<file path="config.mk">
export PLATFORM = sky130hd
export DESIGN_NAME = cache_mem_arbiter
export DESIGN_NICKNAME = d
export VERILOG_FILES = /design/src/rtl/cache_mem_arbiter.sv
export SDC_FILE = /design/constraint.sdc
export NUM_CORES = 1
export LEC_CHECK = 0
export BUFFER_PORTS_ARGS = -buffer_cell sky130_fd_sc_hd__buf_2
export CAP_MARGIN = 10
export CORE_AREA = 2 2 106 108
export CTS_CLUSTER_SIZE = 16
export DETAILED_ROUTE_END_ITERATION = 10
export DIE_AREA = 0 0 108 110
export RECOVER_POWER = 25
export SLEW_MARGIN = 40
export SYNTH_ARGS = -nofsm -noshare
export SYNTH_HDL_FRONTEND = slang
export SYNTH_SLANG_ARGS = --single-unit
</file>
<file path="constraint.sdc">
create_clock -name CLK -period 4.8 [get_ports CLK]
set_input_delay 0.48 -clock CLK [delete_from_list [all_inputs] [get_ports CLK]]
set_output_delay 0.48 -clock CLK [all_outputs]
set_load 0.02 [all_outputs]
</file>
<file path="src/rtl/cache_mem_arbiter.sv">
// ---------------------------------------------------------------------------
// cache_mem_arbiter
//
// Shares one single-ported RAM between the instruction cache and the data
// cache. A registered grant FSM picks one requester at a time:
//   * the dcache keeps its grant across a BURST_LEN-word block burst,
//   * a starvation counter makes a long-waiting icache win arbitration,
//   * a release from one cache hands the RAM to the other if it is waiting.
//
// Handshake (both caches): a cache raises its request (iREN, or dREN/dWEN)
// and holds it, with address/data stable, until it sees its wait output low.
// wait low marks the single cycle in which the access completes and the load
// data (iload/dload, a passthrough of ramload) is valid. A cache may drop its
// request early to abandon it. No other cycle is a transfer.
//
// Ports
//   CLK, nRST              clock, asynchronous active-low reset
//   iREN, iaddr            icache read request and word address
//   iwait, iload           icache stall and read data
//   dREN, dWEN, daddr,     dcache read/write request, word address,
//   dstore                 write data
//   dwait, dload           dcache stall and read data
//   ramREN, ramWEN,        RAM controller request side
//   ramaddr, ramstore
//   ramload, ramstate      RAM read data and status (FREE/BUSY/ACCESS/ERROR)
//   gnt                    current grant (0 none, 1 icache, 2 dcache); this
//                          is the FSM state register itself
//   ram_err                sticky, set when ERROR is seen during a grant
// ---------------------------------------------------------------------------
module cache_mem_arbiter #(
  parameter int BURST_LEN  = 2,
  parameter int STARVE_MAX = 8,
  parameter int ADDR_W     = 32
) (
  input  logic              CLK,
  input  logic              nRST,
  input  logic              iREN,
  input  logic [ADDR_W-1:0] iaddr,
  output logic              iwait,
  output logic [31:0]       iload,
  input  logic              dREN,
  input  logic              dWEN,
  input  logic [ADDR_W-1:0] daddr,
  input  logic [31:0]       dstore,
  output logic              dwait,
  output logic [31:0]       dload,
  output logic              ramREN,
  output logic              ramWEN,
  output logic [ADDR_W-1:0] ramaddr,
  output logic [31:0]       ramstore,
  input  logic [31:0]       ramload,
  input  logic [1:0]        ramstate,
  output logic [1:0]        gnt,
  output logic              ram_err
);

  localparam logic [1:0] RS_ACCESS = 2'd2;
  localparam logic [1:0] RS_ERROR  = 2'd3;

  localparam int BEAT_W   = (BURST_LEN > 1) ? $clog2(BURST_LEN) : 1;
  localparam int STARVE_W = $clog2(STARVE_MAX + 1);

  typedef enum logic [1:0] {
    IDLE = 2'd0,
    IGNT = 2'd1,
    DGNT = 2'd2
  } state_t;

  state_t              state;
  state_t              next_state;
  logic [BEAT_W-1:0]   beat_cnt;
  logic [BEAT_W-1:0]   next_beat_cnt;
  logic [STARVE_W-1:0] starve_cnt;
  logic [STARVE_W-1:0] next_starve_cnt;

  logic ireq;
  logic dreq;
  logic access;
  logic last_beat;
  logic starved;

  assign ireq      = iREN;
  assign dreq      = dREN | dWEN;
  assign access    = (ramstate == RS_ACCESS);
  assign last_beat = (beat_cnt == BEAT_W'(BURST_LEN - 1));
  assign starved   = (starve_cnt >= STARVE_W'(STARVE_MAX));

  // Read data is a plain passthrough; it only means something to the
  // requester whose wait is low.
  assign iload = ramload;
  assign dload = ramload;
  assign gnt   = state;

  always_ff @(posedge CLK or negedge nRST) begin
    if (!nRST) begin
      state      <= IDLE;
      beat_cnt   <= '0;
      starve_cnt <= '0;
      ram_err    <= 1'b0;
    end else begin
      state      <= next_state;
      beat_cnt   <= next_beat_cnt;
      starve_cnt <= next_starve_cnt;
      if ((state != IDLE) && (ramstate == RS_ERROR)) begin
        ram_err <= 1'b1;
      end
    end
  end

  // Grant FSM: next state, beat counter and all RAM/cache-side outputs.
  always_comb begin
    next_state    = state;
    next_beat_cnt = beat_cnt;
    ramREN        = 1'b0;
    ramWEN        = 1'b0;
    ramaddr       = '0;
    ramstore      = '0;
    iwait         = 1'b1;
    dwait         = 1'b1;

    case (state)
      IDLE: begin
        if (ireq && starved) begin
          next_state = IGNT;
        end else if (dreq) begin
          next_state = DGNT;
        end else if (ireq) begin
          next_state = IGNT;
        end
      end

      IGNT: begin
        // Gated by iREN so an abandoned fetch never starts a RAM read.
        ramREN  = iREN;
        ramaddr = iaddr;
        iwait   = !(access && iREN);
        if (!ireq) begin
          next_state = dreq ? DGNT : IDLE;
        end else if (access) begin
          // Hand over to the dcache if it is waiting, otherwise keep fetching.
          next_state = dreq ? DGNT : IGNT;
        end
      end

      DGNT: begin
        ramaddr  = daddr;
        ramstore = dstore;
        ramWEN   = dWEN;
        ramREN   = dREN & ~dWEN;
        dwait    = !(access && dreq);
        if (!dreq) begin
          // Abandoned burst: forget partial beats and release now.
          next_beat_cnt = '0;
          next_state    = ireq ? IGNT : IDLE;
        end else if (access) begin
          if (last_beat) begin
            next_beat_cnt = '0;
            next_state    = ireq ? IGNT : IDLE;
          end else begin
            next_beat_cnt = beat_cnt + BEAT_W'(1);
          end
        end
      end

      default: begin
        next_state = IDLE;
      end
    endcase
  end

  // Starvation counter: counts cycles a fetch is pending without the grant,
  // holds while the icache is granted but not yet served.
  always_comb begin
    next_starve_cnt = starve_cnt;
    if (!ireq) begin
      next_starve_cnt = '0;
    end else if (state == IGNT) begin
      if (access) begin
        next_starve_cnt = '0;
      end
    end else if (!starved) begin
      next_starve_cnt = starve_cnt + STARVE_W'(1);
    end
  end

endmodule
</file>
==> results by stage <==
Run status:
- The flow ran to the end, and the final reports show no timing, DRC or antenna violations.

Clock tree:
- The count of H-tree levels built during CTS is 1.
- The number of clock sinks seen by CTS is 8.
- The number of setup buffers added after CTS is 0.
- The root buffer cell chosen for the clock tree is clkbuf_8.
- Counting along the longest clock path gives a buffer depth of 2.
- In this run, CTS created clock tree buffers numbering 3.
- The hold buffer count at CTS is 0.
- For the worst-skew pair, the clock arrives at the later sink with an insertion delay of 240 ps.
- The number of gates resized after CTS is 0.
- TritonCTS built the clock tree.
- The clock transition time at the flip-flop clock pins of the worst setup and hold paths is 40 ps.

Route:
- After detailed routing, the average wire length per cell comes to 11.8 um.
- The remaining antenna violation count after routing is 0.
- The number of DRC violations after detailed routing is 0.
- The vias after detailed routing is 1916.
- Summed over all layers, the routed wires come to 5.57 mm.
- For this block, the initial DRC count from the detailed router was 78.
- For this run, the detailed router's first-pass iteration total came to 4.
- After detailed routing, the number of vias per cell comes to 4.07.

Placed design:
- The wire-length estimate of the detail-placed layout is 4.31 mm.
- OpenSTA, run right after detailed placement, puts the worst setup slack at 2390 ps.
- The weighted congestion at the end of routability-driven global placement is 0.757.
- The number of port buffers is 173.
- The placed cell count is 468.

Layout:
- After filler insertion, the fill cell instance count of the layout stands at 1196.
- The signed area change from the synthesized netlist to the final layout is 31.9%.
- The antenna diode instance count is 0.
- The final layout contains 473 nets.
- The number of standard cells in the layout, taps in and fillers out is 471.
- At the end of the flow the core is filled with cells to 21.7%.
- The area of all sequential standard cells is 200 um^2.
- The proportion of layout cells with a drive suffix above 1 is 55.9%.
- The multi-input combinational cell area is 0.00103 mm^2.

Worst setup path:
- For the worst setup path, the data required time is 4320 ps.
- The number of cells on the worst reg-to-reg path is 6.
- The startpoint of the worst-slack reg-to-reg timing path is gnt[0]$_DFFE_PN0P_.
- Along the worst path, the maximum fanout reaches 70.
- Setup slack on the worst reg-to-reg path comes out at 2650 ps.
- Data on the critical path arrives at its endpoint at 1960 ps.
- STA classifies the critical path startpoint as a register.
- The type of destination of the critical path is an output pin.
- In this run the critical register-to-register path is captured at gnt[1]$_DFFE_PN0P_.
- The critical path is of the reg -> out type.

STA:
- The final max-slew violation count is 0.
- In the post-route analysis, the smallest setup slack over all paths is 2360 ps.
- Setup repair after global routing left no endpoint under its margin.
- The final-report setup violation count is 0.
- The minimum clock period is 2440 ps.
- Setup total negative slack on the finished layout was measured at 0 ps.
- The upper clock frequency limit is 0.410 GHz.
- The slew at the pin with the worst max-slew slack is 638 ps.
- The period utilization is 50.8%.
- The final setup skew is 1.86 ps.
- The worst relative slew slack is 57.5%.
- The final hold violation count is 0.

Logic synthesis:
- The synthesized netlist net count is 375.
- The Yosys step of the flow raised 0 warnings.
- The fraction of the yosys area taken by sequential cells is 11.4%.
- The post-synthesis instance total is 235.
- For this run, asynchronously set or reset flops after synthesis account for 100%.
- The number of unique standard cell types used by synthesis is 31.
- Counting flops with a built-in enable in the synthesized netlist gives 0.
- For this run, the leading register cell type out of synthesis is dfrtp_1.
- The mean instance size in the synthesized netlist is 7.49 um^2.
- The synthesized design contains 8 register bits.
- Summing every instance area after synthesis gives 0.00176 mm^2.

Floorplan:
- The floorplan step set the die height to 110 um.
- The die footprint is 0.0119 mm^2.
- The I/O pin total is 270.
- The placeable core region is 0.0107 mm^2.
- Once the floorplan was initialized, standard cells occupied 16.4% of the core.
- The die width is 108 um.
- The row count is 38.

Power:
- The net switching share of the total power is 54.3%.
- The power density over the cells is 518 mW/mm^2.
- The switching power is 0.000652 W.
- The leakage dissipation is 1.22 nW.
- Across the VDD grid, the largest voltage drop is 0.237 mV.
- The internal power of the cells totals 0.000550 W.
- The part of the power in registers is 9.3%.
- The share of total power dissipated in the clock network is 7.0%.
- Combinational cells account for 83.7% of the total power.

Hold path:
- The worst hold-check path type is in -> async.

Global route:
- The via count of the first global-routing pass is 1715.
- The first global-routing pass estimated 7.62 mm of wire.
- The largest net degree at the start of global routing is 71.
- The number of antenna violations at the first check in global routing is 0.
- For this run, the total global-route usage over all layers was measured as 7.95%.
- The total global routing overflow is 0.

Flow run:
- Max-cap violations in this run came to 0.
## layout make-up
class | instances | share of cell area (%)
sequential | 8 | 8.63
multi-input combinational | 145 | 44.4
timing repair buffer | 173 | 37.3
inverter | 2 | 0.324
tap | 140 | 7.55
clock buffer | 3 | 1.78
## power groups by stage
stage               Sequential (W)  Combinational, W  Clock [W]
floorplan                 0.000113          0.000778          0
global placement          0.000107          0.000987          0
detailed placement        0.000112           0.00102          0
CTS                       0.000111           0.00102  0.0000841
global route              0.000115           0.00110  0.0000874
finish                    0.000112           0.00101  0.0000837
## worst max-delay path: stages (launching register included)
cell and delay [ps]:
dfrtp_1 450, inv_1 160, ha_4 540, a22oi_1 190
nor2b_1 140, buf_2 170
## cells in the final DEF (no fill, tap or decap), types with 2 or more instances in the layout
master / instances
mux2_4: 2
nor2b_1: 35
buf_2: 172
and2_1: 35
clkbuf_8: 3
nor2_1: 2
ha_1: 2
inv_1: 2
nand3_1: 2
ha_4: 2
a21oi_1: 3
a22oi_1: 32
dfrtp_1: 8
o21ai_0: 5
nand2_1: 8
## registers in the layout, indices dropped and copies added (netlist names)
register    flops
ram_err         1
beat_cnt        1
starve_cnt      4
gnt             2
## how the worst max path moves through the flow
stage	from	endpoint	slack [ps]
finish	gnt[0]$_DFFE_PN0P_	ramaddr[24]	2360
detailed placement	gnt[1]$_DFFE_PN0P_	ramREN	2390
global placement	gnt[0]$_DFFE_PN0P_	ramREN	2380
floorplan	gnt[1]$_DFFE_PN0P_	ramaddr[15]	2750
global route	gnt[0]$_DFFE_PN0P_	ramREN	2180
CTS	gnt[1]$_DFFE_PN0P_	ramREN	2120
## logic make-up after synthesis
family | share of synthesized area (%)
xor+xnor | 0.996
simple gates | 30.9
buf+inv | 31.6
compound gates | 19.3
flops | 11.4
mux | 2.28
fa+ha+maj | 3.56
## cell usage after synthesis, drive strengths merged, types with 2 or more instances
master  number  area, um^2
clkbuf      10        37.5
nor2         3        13.8
and2        35         219
buf         70         510
a21oi        3        15.0
dfrtp        8         200
nand3        2        10.0
o21ai        5        25.0
nand2        8        30.0
inv          2        7.51
mux2         2        30.0
nor2b       36         233
ha           5        62.6
a22oi       32         240
## metrics by stage
step	hold slack [ps]	power (W)	area (um^2)
floorplan	184	0.000892	1760
global placement	333	0.00109	2260
detailed placement	332	0.00113	2270
CTS	86.8	0.00122	2310
global route	185	0.00131	2320
finish	165	0.00120	2320
## metal layers
layer  global-route usage, %  share of wire [%]  up-vias
li1                        -                  -      911
met4                    3.11                1.4        0
met1                    7.69                 36      859
met3                   0.999                 10       23
met2                    16.8                 53      123
met5                       0                  0        -
(Power assumes the default switching activity.)
